[config.mk]
export PLATFORM = sky130hd
export DESIGN_NAME = keystream_xor_cipher_flat
export DESIGN_NICKNAME = d
export VERILOG_FILES = /design/src/rtl/keystream_xor_cipher_pkg.sv /design/src/rtl/keystream_xor_cipher_if.sv /design/src/rtl/keystream_byte_fifo.sv /design/src/rtl/keystream_xor_cipher.sv /design/src/flat_wrapper.sv
export SDC_FILE = /design/constraint.sdc
export NUM_CORES = 1
export LEC_CHECK = 0
export CELL_PAD_IN_SITES_DETAIL_PLACEMENT = 0
export CELL_PAD_IN_SITES_GLOBAL_PLACEMENT = 2
export CORE_ASPECT_RATIO = 2
export CORE_MARGIN = 4
export CORE_UTILIZATION = 36
export CTS_BUF_LIST = sky130_fd_sc_hd__clkbuf_2
export DETAILED_ROUTE_END_ITERATION = 8
export GPL_ROUTABILITY_DRIVEN = 1
export GPL_TIMING_DRIVEN = 0
export PLACE_DENSITY_LB_ADDON = 0.05
export SYNTH_ARGS = -nofsm -noshare
export SYNTH_HDL_FRONTEND = slang
export SYNTH_HIERARCHICAL = 1
export SYNTH_SLANG_ARGS = --single-unit
[constraint.sdc]
create_clock -name i_clk -period 6.75 [get_ports i_clk]
set_input_delay 0.675 -clock i_clk [delete_from_list [all_inputs] [get_ports i_clk]]
set_output_delay 0.675 -clock i_clk [all_outputs]
set_load 0.01 [all_outputs]
[src/rtl/keystream_xor_cipher_pkg.sv]
// Shared types and sizing helpers for the keystream cipher path.
package keystream_pkg;

  localparam int BYTE_W = 8;

  typedef logic [BYTE_W-1:0] ks_byte_t;

  localparam int KS_FIFO_DEPTH_DEF = 4;

  function automatic int level_w(input int depth);
    return $clog2(depth) + 1;
  endfunction

  localparam int KS_LEVEL_W = level_w(KS_FIFO_DEPTH_DEF);

endpackage

[src/rtl/keystream_xor_cipher_if.sv]
// Keystream input, plaintext/ciphertext handshakes and status of the cipher.
interface keystream_xor_cipher_if
  import keystream_pkg::*;
#(
  parameter int LEVEL_W = KS_LEVEL_W
);
  logic               i_ks_bit;
  logic               i_ks_valid;
  logic               i_resync;
  ks_byte_t           i_data;
  logic               i_data_valid;
  logic               o_data_ready;
  ks_byte_t           o_data;
  logic               o_data_valid;
  logic               i_data_ready;
  logic [LEVEL_W-1:0] o_ks_level;
  logic               o_ks_overflow;

  modport slave (
    input  i_ks_bit, i_ks_valid, i_resync, i_data, i_data_valid, i_data_ready,
    output o_data_ready, o_data, o_data_valid, o_ks_level, o_ks_overflow
  );

  modport master (
    output i_ks_bit, i_ks_valid, i_resync, i_data, i_data_valid, i_data_ready,
    input  o_data_ready, o_data, o_data_valid, o_ks_level, o_ks_overflow
  );
endinterface

[src/rtl/keystream_byte_fifo.sv]
// Key-byte FIFO; simultaneous push and pop are honoured even when full.
module keystream_byte_fifo
  import keystream_pkg::*;
#(
  parameter int DEPTH = 4
) (
  input  logic                      clk,
  input  logic                      rst,
  input  logic                      flush,
  input  logic                      push,
  input  ks_byte_t                  din,
  input  logic                      pop,
  output ks_byte_t                  dout,
  output logic                      full,
  output logic                      empty,
  output logic [level_w(DEPTH)-1:0] level
);
  localparam int AW = $clog2(DEPTH);
  localparam int LW = AW + 1;

  ks_byte_t        mem [DEPTH];
  logic [AW-1:0]   rd_ptr;
  logic [AW-1:0]   wr_ptr;
  logic            do_push;
  logic            do_pop;

  assign empty   = (level == '0);
  assign full    = (level == LW'(DEPTH));
  assign dout    = mem[rd_ptr];
  assign do_pop  = pop && !empty;
  assign do_push = push && (!full || do_pop);

  // When full, wr_ptr aliases rd_ptr; the head is read before the edge overwrites it.
  always_ff @(posedge clk) begin
    if (do_push) mem[wr_ptr] <= din;
  end

  always_ff @(posedge clk) begin
    if (rst || flush) begin
      rd_ptr <= '0;
      wr_ptr <= '0;
      level  <= '0;
    end else begin
      if (do_push) wr_ptr <= wr_ptr + 1'b1;
      if (do_pop)  rd_ptr <= rd_ptr + 1'b1;
      case ({do_push, do_pop})
        2'b10:   level <= level + 1'b1;
        2'b01:   level <= level - 1'b1;
        default: level <= level;
      endcase
    end
  end
endmodule

[src/rtl/keystream_xor_cipher.sv]
// Packs serial keystream bits into key bytes and XORs them onto plaintext bytes.
module keystream_xor_cipher
  import keystream_pkg::*;
#(
  parameter int KS_FIFO_DEPTH = 4
) (
  input logic                    i_clk,
  input logic                    i_rst,
  keystream_xor_cipher_if.slave  bus
);
  logic [6:0] sr;
  logic [2:0] cnt;
  logic       byte_done;
  ks_byte_t   new_byte;
  logic       push;
  logic       pop;
  logic       fifo_full;
  logic       fifo_empty;
  ks_byte_t   head;
  ks_byte_t   data_q;
  logic       valid_q;
  logic       ovf_q;
  logic       ready;

  assign byte_done = bus.i_ks_valid && !bus.i_resync && (cnt == 3'd7);
  assign new_byte  = {sr, bus.i_ks_bit};
  assign ready     = !bus.i_resync && !fifo_empty && (!valid_q || bus.i_data_ready);
  assign pop       = bus.i_data_valid && ready;
  // Space is judged after this cycle's pop, so a full FIFO still accepts when draining.
  assign push      = byte_done && (!fifo_full || pop);

  keystream_byte_fifo #(.DEPTH(KS_FIFO_DEPTH)) u_fifo (
    .clk   (i_clk),
    .rst   (i_rst),
    .flush (bus.i_resync),
    .push  (push),
    .din   (new_byte),
    .pop   (pop),
    .dout  (head),
    .full  (fifo_full),
    .empty (fifo_empty),
    .level (bus.o_ks_level)
  );

  always_ff @(posedge i_clk) begin
    if (i_rst) begin
      sr      <= '0;
      cnt     <= '0;
      ovf_q   <= 1'b0;
      data_q  <= '0;
      valid_q <= 1'b0;
    end else if (bus.i_resync) begin
      sr      <= '0;
      cnt     <= '0;
      ovf_q   <= 1'b0;
      valid_q <= 1'b0;
    end else begin
      if (bus.i_ks_valid) begin
        sr  <= {sr[5:0], bus.i_ks_bit};
        cnt <= cnt + 3'd1;
      end
      if (byte_done && !push) ovf_q <= 1'b1;
      if (pop) begin
        data_q  <= bus.i_data ^ head;
        valid_q <= 1'b1;
      end else if (bus.i_data_ready) begin
        valid_q <= 1'b0;
      end
    end
  end

  assign bus.o_data_ready  = ready;
  assign bus.o_data        = data_q;
  assign bus.o_data_valid  = valid_q;
  assign bus.o_ks_overflow = ovf_q;
endmodule

[src/flat_wrapper.sv]
// flat-port wrapper written by rule: the top's interface ports become plain ports
module keystream_xor_cipher_flat import keystream_pkg::*;
#(
  parameter int KS_FIFO_DEPTH = 4
)
  (i_clk, i_rst, bus_i_ks_bit, bus_i_ks_valid, bus_i_resync, bus_i_data, bus_i_data_valid, bus_i_data_ready, bus_o_data_ready, bus_o_data, bus_o_data_valid, bus_o_ks_level, bus_o_ks_overflow);
  keystream_xor_cipher_if #(.LEVEL_W(3)) bus_i ();
  input logic i_clk;
  input logic i_rst;
  input wire logic [$bits(bus_i.i_ks_bit)-1:0] bus_i_ks_bit;
  input wire logic [$bits(bus_i.i_ks_valid)-1:0] bus_i_ks_valid;
  input wire logic [$bits(bus_i.i_resync)-1:0] bus_i_resync;
  input wire logic [$bits(bus_i.i_data)-1:0] bus_i_data;
  input wire logic [$bits(bus_i.i_data_valid)-1:0] bus_i_data_valid;
  input wire logic [$bits(bus_i.i_data_ready)-1:0] bus_i_data_ready;
  output wire logic [$bits(bus_i.o_data_ready)-1:0] bus_o_data_ready;
  output wire logic [$bits(bus_i.o_data)-1:0] bus_o_data;
  output wire logic [$bits(bus_i.o_data_valid)-1:0] bus_o_data_valid;
  output wire logic [$bits(bus_i.o_ks_level)-1:0] bus_o_ks_level;
  output wire logic [$bits(bus_i.o_ks_overflow)-1:0] bus_o_ks_overflow;
  assign bus_i.i_ks_bit = bus_i_ks_bit;
  assign bus_i.i_ks_valid = bus_i_ks_valid;
  assign bus_i.i_resync = bus_i_resync;
  assign bus_i.i_data = bus_i_data;
  assign bus_i.i_data_valid = bus_i_data_valid;
  assign bus_i.i_data_ready = bus_i_data_ready;
  assign bus_o_data_ready = bus_i.o_data_ready;
  assign bus_o_data = bus_i.o_data;
  assign bus_o_data_valid = bus_i.o_data_valid;
  assign bus_o_ks_level = bus_i.o_ks_level;
  assign bus_o_ks_overflow = bus_i.o_ks_overflow;
  keystream_xor_cipher #(.KS_FIFO_DEPTH(KS_FIFO_DEPTH)) u_core (.i_clk(i_clk), .i_rst(i_rst), .bus(bus_i));
endmodule
==> results.toml, run 1 <==
[worst_setup_path]
critPathKind = "input pin to output pin"
crit_chain = "clkdlybuf4s50_1 -> nor2_4 -> and2_4 -> buf_6 -> clkdlybuf4s50_1"
worst_setup_path_end_kind = "output pin"
cp_top_family = "buffers and inverters"
arrival_ns = 2.33
crit_buf_inv = 3
cp-start-kind = "input pin"
worst_path_most_repeated_cell = "clkdlybuf4s50_1"
r2r_cells = 10
r2r_slack_ns = 3.95
crit_fanout = 10
r2r-start = "u_core/u_fifo/level[0]"
critPathSlowestCell = "clkdlybuf4s50_1"
r2r-end = "u_core/u_fifo/level[2]"
critPathMaxStageDelay_ns = 0.55
crit_required_ns = 6.07

[layout]
layout_common_cells = "edfxtp_1, dfxtp_1, clkdlybuf4s50_1, nor2_1"
nFillCells = 686
antennaDiodeCount = 0
drive_above_1_share = 0.2061
final_common_cell = "edfxtp_1"
final_core_util = 0.4442
nNetsFinal = 245
syn2layout_area_growth_pct = 18.75

[logic_synthesis]
ys_warn_count = 6
synthMuxAreaShare = 0.1071
async_flop_share = 0
synth_compound_area_frac = 0.09278
synthFlopType = "edfxtp_1"
ys_seq_area_frac = 0.5892
synth_area_sq_mm = 0.002616
synth_top_family_by_area = "multiplexers"
synth_edf_count = 32
synthSimpleGateAreaFrac = 0.09469
synthXorXnorAreaFrac = 0.04687
netlist_instances = 185
synth-seq-cells = 61
synth_fa_ha_area_frac = 0.03635
syn_avg_cell_area_sq_um = 14.14
yosysUniqueCellTypes = 39
synthesis.nets = 207

[global_routing]
grt_pass1_wl_um = 7997
grt_overflow = 0
antenna_found_initial = 0
grt_max_degree = 12
grt_pass1_vias = 1670
track_usage = 0.1271

[clocking]
post_cts_resized = 0
post_cts_buffers = 0
path_clk_slew_ns = 0.15
clk_root_buffer_cell = "clkbuf_2"
clock_path_buffers = 2
numClockSinks = 61
hold_buffers = 0
insertion_delay_ns = 0.48
cts_tree = "built"
cts_made_buffers = 9
cts.htree.levels = 3

[detailed_routing]
ant_nets = 0
via_count = 1564
drt_iter0_markers = 94
avgRoutedWirePerCell_um = 15.68
routed_wl_um = 4986
viasPerCell = 4.918
drt_pass1_iterations = 4
drc_errors = 0

[sta]
setup-tns-final_ns = 0
setup_viol = 0
skew_ns = 0.01637
tightest_slew_ns = 0.5256
slew_viol_final = 0
fmax_mhz = 333.1
fin_crit_ns = 3.003
fin_crit_sh = 0.4448
max-slew-margin-rel = 0.6496
final-hold-violation-count = 0
rsz0062_at_grt = "false"

[floorplan]
die_w_um = 68.28
ioPinCount = 29
fp.dieH_um = 128.6
core_sq_mm = 0.006994
fp-row-count = 43
start_util = 0.3741
die-area_sq_mm = 0.008778

[power_and_ir_drop]
p_leak_nw = 1.040
ir_drop_mv = 0.1405
power_per_cell_area_mw_per_mm2 = 201.2

[outcome]
status = "finished, final reports clean"

[worst_hold_path]
min_from = "u_core/bus.o_ks_overflow"
hp-class = "flip-flop to flip-flop"
hold_end = "u_core/bus.o_ks_overflow"
hold_depth = 1

[placement]
io_buffers = 27
gp_congestion = 0.6404
dp_hpwl_um = 3706

[run]
maxCapViolCount = 0
-- cells by family (layout without fill, tap and decap cells) --
group | Yosys count | in the layout
simple gates | 43 | 43
buf+inv | 17 | 60
flops | 61 | 61
fa+ha+maj | 7 | 7
compound gates | 25 | 25
xor+xnor | 14 | 14
mux | 18 | 18
-- flip-flops by register name (all words and copies together) (netlist names), named ones only --
signal and flops:
u_core/u_fifo/wr_ptr 2, u_core/u_fifo/level 3, u_core/bus.o_data_valid 1, u_core/sr 7, u_core/bus.o_ks_overflow 1, u_core/bus.o_data 8
u_core/cnt 3, u_core/u_fifo/rd_ptr 2, u_core/u_fifo/mem 32
-- worst max-delay path by stage --
stage / from / end / slack [ns] / depth (start not counted)
6_report: bus_i_resync / bus_o_data_ready / 3.75 / 5
5_1_grt: u_core/u_fifo/level[0] / bus_o_data_ready / 3.64 / 5
4_1_cts: u_core/u_fifo/level[0] / bus_o_data_ready / 3.72 / 5
3_5_place_dp: bus_i_resync / u_core/u_fifo/level[2] / 3.39 / 10
3_3_place_gp: bus_i_resync / u_core/u_fifo/level[2] / 3.47 / 10
2_1_floorplan: bus_i_data_ready / u_core/u_fifo/level[2] / 4.16 / 10
-- power breakdown --
part | switching (mW) | internal [mW] | leakage [nW]
registers | 0.000685 | 0.388 | 0.537
logic | 0.0113 | 0.0125 | 0.440
clock network | 0.127 | 0.0862 | 0.0633
-- Yosys cell counts (2+ instances only) --
cell,n,area [sq um]
nor2_1,19,71.32
xnor2_1,11,96.34
and2_1,4,25.02
edfxtp_1,32,960.9
a31oi_1,8,50.05
inv_1,6,22.52
mux4_2,8,180.2
mux2i_1,10,100.1
nand3_1,2,10.01
a311oi_2,8,120.1
nand2b_1,2,12.51
a21oi_1,2,10.01
nor4b_2,2,30.03
ha_1,6,75.07
buf_1,2,7.510
buf_2,6,30.03
o31a_1,2,17.52
and3_1,2,12.51
xor2_1,3,26.28
nor3_1,3,15.01
dfxtp_1,29,580.6
-- through the flow --
stage                     setup slack (ns)  area [sq um]  hold WS [ns]  total power, mW  instances
final                                3.747          3107        0.5202           0.6250        318
after global routing                 3.643          3107        0.5467           0.6572        318
after CTS                            3.719          3107        0.5226           0.6386        318
after detailed placement             3.391          2999        0.4865           0.4206        302
after global placement               3.469          2999        0.4693           0.4201        302
after floorplan                      4.159          2616        0.4594           0.4086        185
-- metal layers --
layer	up-vias	routed length, um	global-route usage
li1	763	-	-
met2	35	2804	0.2264
met3	9	214	0.02969
met4	0	108	0.07386
met5	-	0	0
met1	757	1859	0.1287
-- area by class of cell --
| cell class | instances | area [sq um] | area share |
|---|---|---|---|
| flip-flops and latches | 61 | 1541 | 0.4962 |
| multi-input cells | 107 | 988.4 | 0.3182 |
| repair buffers | 27 | 270.3 | 0.08699 |
| well taps | 90 | 112.6 | 0.03625 |
| plain buffers | 11 | 63.81 | 0.02054 |
| clock buffers | 11 | 55.05 | 0.01772 |
| clock inverters | 5 | 52.55 | 0.01692 |
| inverters | 6 | 22.52 | 0.007249 |
(Power assumes the default switching activity.)
==> run 2: changes to the inputs <==
==> constraint.sdc (replaced) <==
create_clock -name i_clk -period 2.5 [get_ports i_clk]
set_input_delay 0.25 -clock i_clk [delete_from_list [all_inputs] [get_ports i_clk]]
set_output_delay 0.25 -clock i_clk [all_outputs]
set_load 0.01 [all_outputs]
==> run 2 against run 1 <==
Clock skew is 0.00062 ns higher. Largest power group unchanged. Combinational power rose to 2.7 times the previous value. Clock power rose to 2.7 times the previous value. Sequential share of layout area decreased by 0.38 points. Critical path depth increased by 5. Wire length grew 0.40%. Largest cell class unchanged. Hold slack worse by 0.39 ns. Total power rose to 2.7 times the previous value.
==> results.toml, run 2 (same netlist as run 1, synthesis figures left out) <==
[sta]
final-hold-violation-count = 0
fin_crit_sh = 0.9295
max-slew-margin-rel = 0.6547
rsz0062_at_grt = "false"
fmax_mhz = 430.3
setup_viol = 0
fin_crit_ns = 2.324
skew_ns = 0.01699
slew_viol_final = 0
tightest_slew_ns = 0.5180
fin_ws_ns = 0.1761

[clocking]
cts_tree = "built"
cts.htree.levels = 3
hold_buffers = 0
insertion_delay_ns = 0.48
clock_path_buffers = 2
clk_root_buffer_cell = "clkbuf_2"
cts_made_buffers = 9
numClockSinks = 61
path_clk_slew_ns = 0.15

[global_routing]
grt_pass1_vias = 1682
antenna_found_initial = 0
grt_pass1_wl_um = 8073
grt_max_degree = 12
grt_overflow = 0
track_usage = 0.1282

[worst_setup_path]
worst_setup_path_end_kind = "flip-flop"
critPathKind = "flip-flop to flip-flop"
crit_fanout = 9
cp-start-kind = "flip-flop"
arrival_ns = 2.71
crit_required_ns = 2.89

[detailed_routing]
avgRoutedWirePerCell_um = 15.64
drt_pass1_iterations = 4
viasPerCell = 4.900
routed_wl_um = 5006
drc_errors = 0
maxUsedRoutingLayer = "met4"
drt-met1-wl_um = 1885
dr_wl_met3_um = 200
via_count = 1568
ant_nets = 0
drt_iter0_markers = 91
route.met2.wl_um = 2813

[layout]
drive_above_1_share = 0.2391
finalInstanceArea_sq_mm = 0.003138
nNetsFinal = 247
syn2layout_area_growth_pct = 19.94
layout_common_cells = "edfxtp_1, clkdlybuf4s50_1, dfxtp_1, nor2_1"
final_common_cell = "edfxtp_1"
final_cells = 320
antennaDiodeCount = 0
final_core_util = 0.4487
regMostFlops = "u_core/u_fifo/mem"
largest_reg_flops = 32

[placement]
dp.cells = 302
io_buffers = 27
gp_congestion = 0.6404
post_dp_cell_area_sq_mm = 0.002999
dp_hpwl_um = 3706
dpl_worst_slack_ns = -0.4341

[run]
maxCapViolCount = 0

[floorplan]
start_util = 0.3741
die_w_um = 68.28
die-area_sq_mm = 0.008778
ioPinCount = 29
fp-row-count = 43
core_sq_mm = 0.006994
fp.dieH_um = 128.6

[power_and_ir_drop]
power_per_cell_area_mw_per_mm2 = 537.8
power_mw = 1.688
ir_drop_mv = 0.3792
p_leak_nw = 1.054

[worst_hold_path]
hp-class = "input pin to flip-flop"

[outcome]
status = "finished, final reports clean"
run 2: cell count changes in the layout (fill, tap and decap cells not counted), sizes merged:
cell,previous run,this run
buf,10,11
clkbuf,12,13
run 2: critical path: stages, from the launching register on:
cell and delay, ns:
dfxtp_1 0.38, ha_1 0.17, ha_1 0.18, nand3b_1 0.10, a21oi_1 0.12, buf_2 0.20
nand2b_1 0.14, fa_1 0.44, nor2_1 0.12, o211ai_1 0.10, a221oi_1 0.29
run 2: path summary, 6_finish.rpt:
path / startpoint / end / slack, ns / depth (start not counted)
setup / recovery: u_core/cnt[0] / u_core/u_fifo/level[1] / 0.18 / 10
hold / removal: bus_i_data_valid / u_core/bus.o_data_valid / 0.14 / 3
setup reg to reg: u_core/cnt[0] / u_core/u_fifo/level[1] / 0.18 / 10
hold reg to reg: u_core/bus.o_ks_overflow / u_core/bus.o_ks_overflow / 0.52 / 1
run 2: timing repair:
item / in CTS / in global routing
resized for setup: 5 / 2
hold endpoints to repair: 0 / 0
setup buffers: 2 / 0
pin swaps: 1 / 0
endpoints found under the setup margin: 35 / 18
run 2: metrics by stage:
step	hold slack (ns)	setup TNS [ns]
6_report	0.1351	0
5_1_grt	0.1187	0
4_1_cts	0.1079	0
3_5_place_dp	0.4865	-9.065
3_3_place_gp	0.4693	-7.385
2_1_floorplan	0.3489	0
run 2: final cells by class:
class | count | area (sq um)
buffer | 11 | 66.31
multi-input combinational | 107 | 998.5
fill | 684 | 3856
clock inverter | 5 | 52.55
sequential | 61 | 1545
inverter | 6 | 22.52
tap | 90 | 112.6
clock buffer | 11 | 55.05
timing repair buffer | 29 | 285.3
run 2: power by group:
group	switching, mW	internal (mW)	leakage (nW)
combinational	0.0307	0.0337	0.453
clock	0.342	0.233	0.0633
sequential	0.00184	1.05	0.539
total	0.375	1.31	1.05
run 2: routing by layer:
metal	GRT usage	up-vias
met2	0.2287	31
met3	0.02969	9
met4	0.07386	0
met5	0	-
met1	0.1298	760
li1	-	768
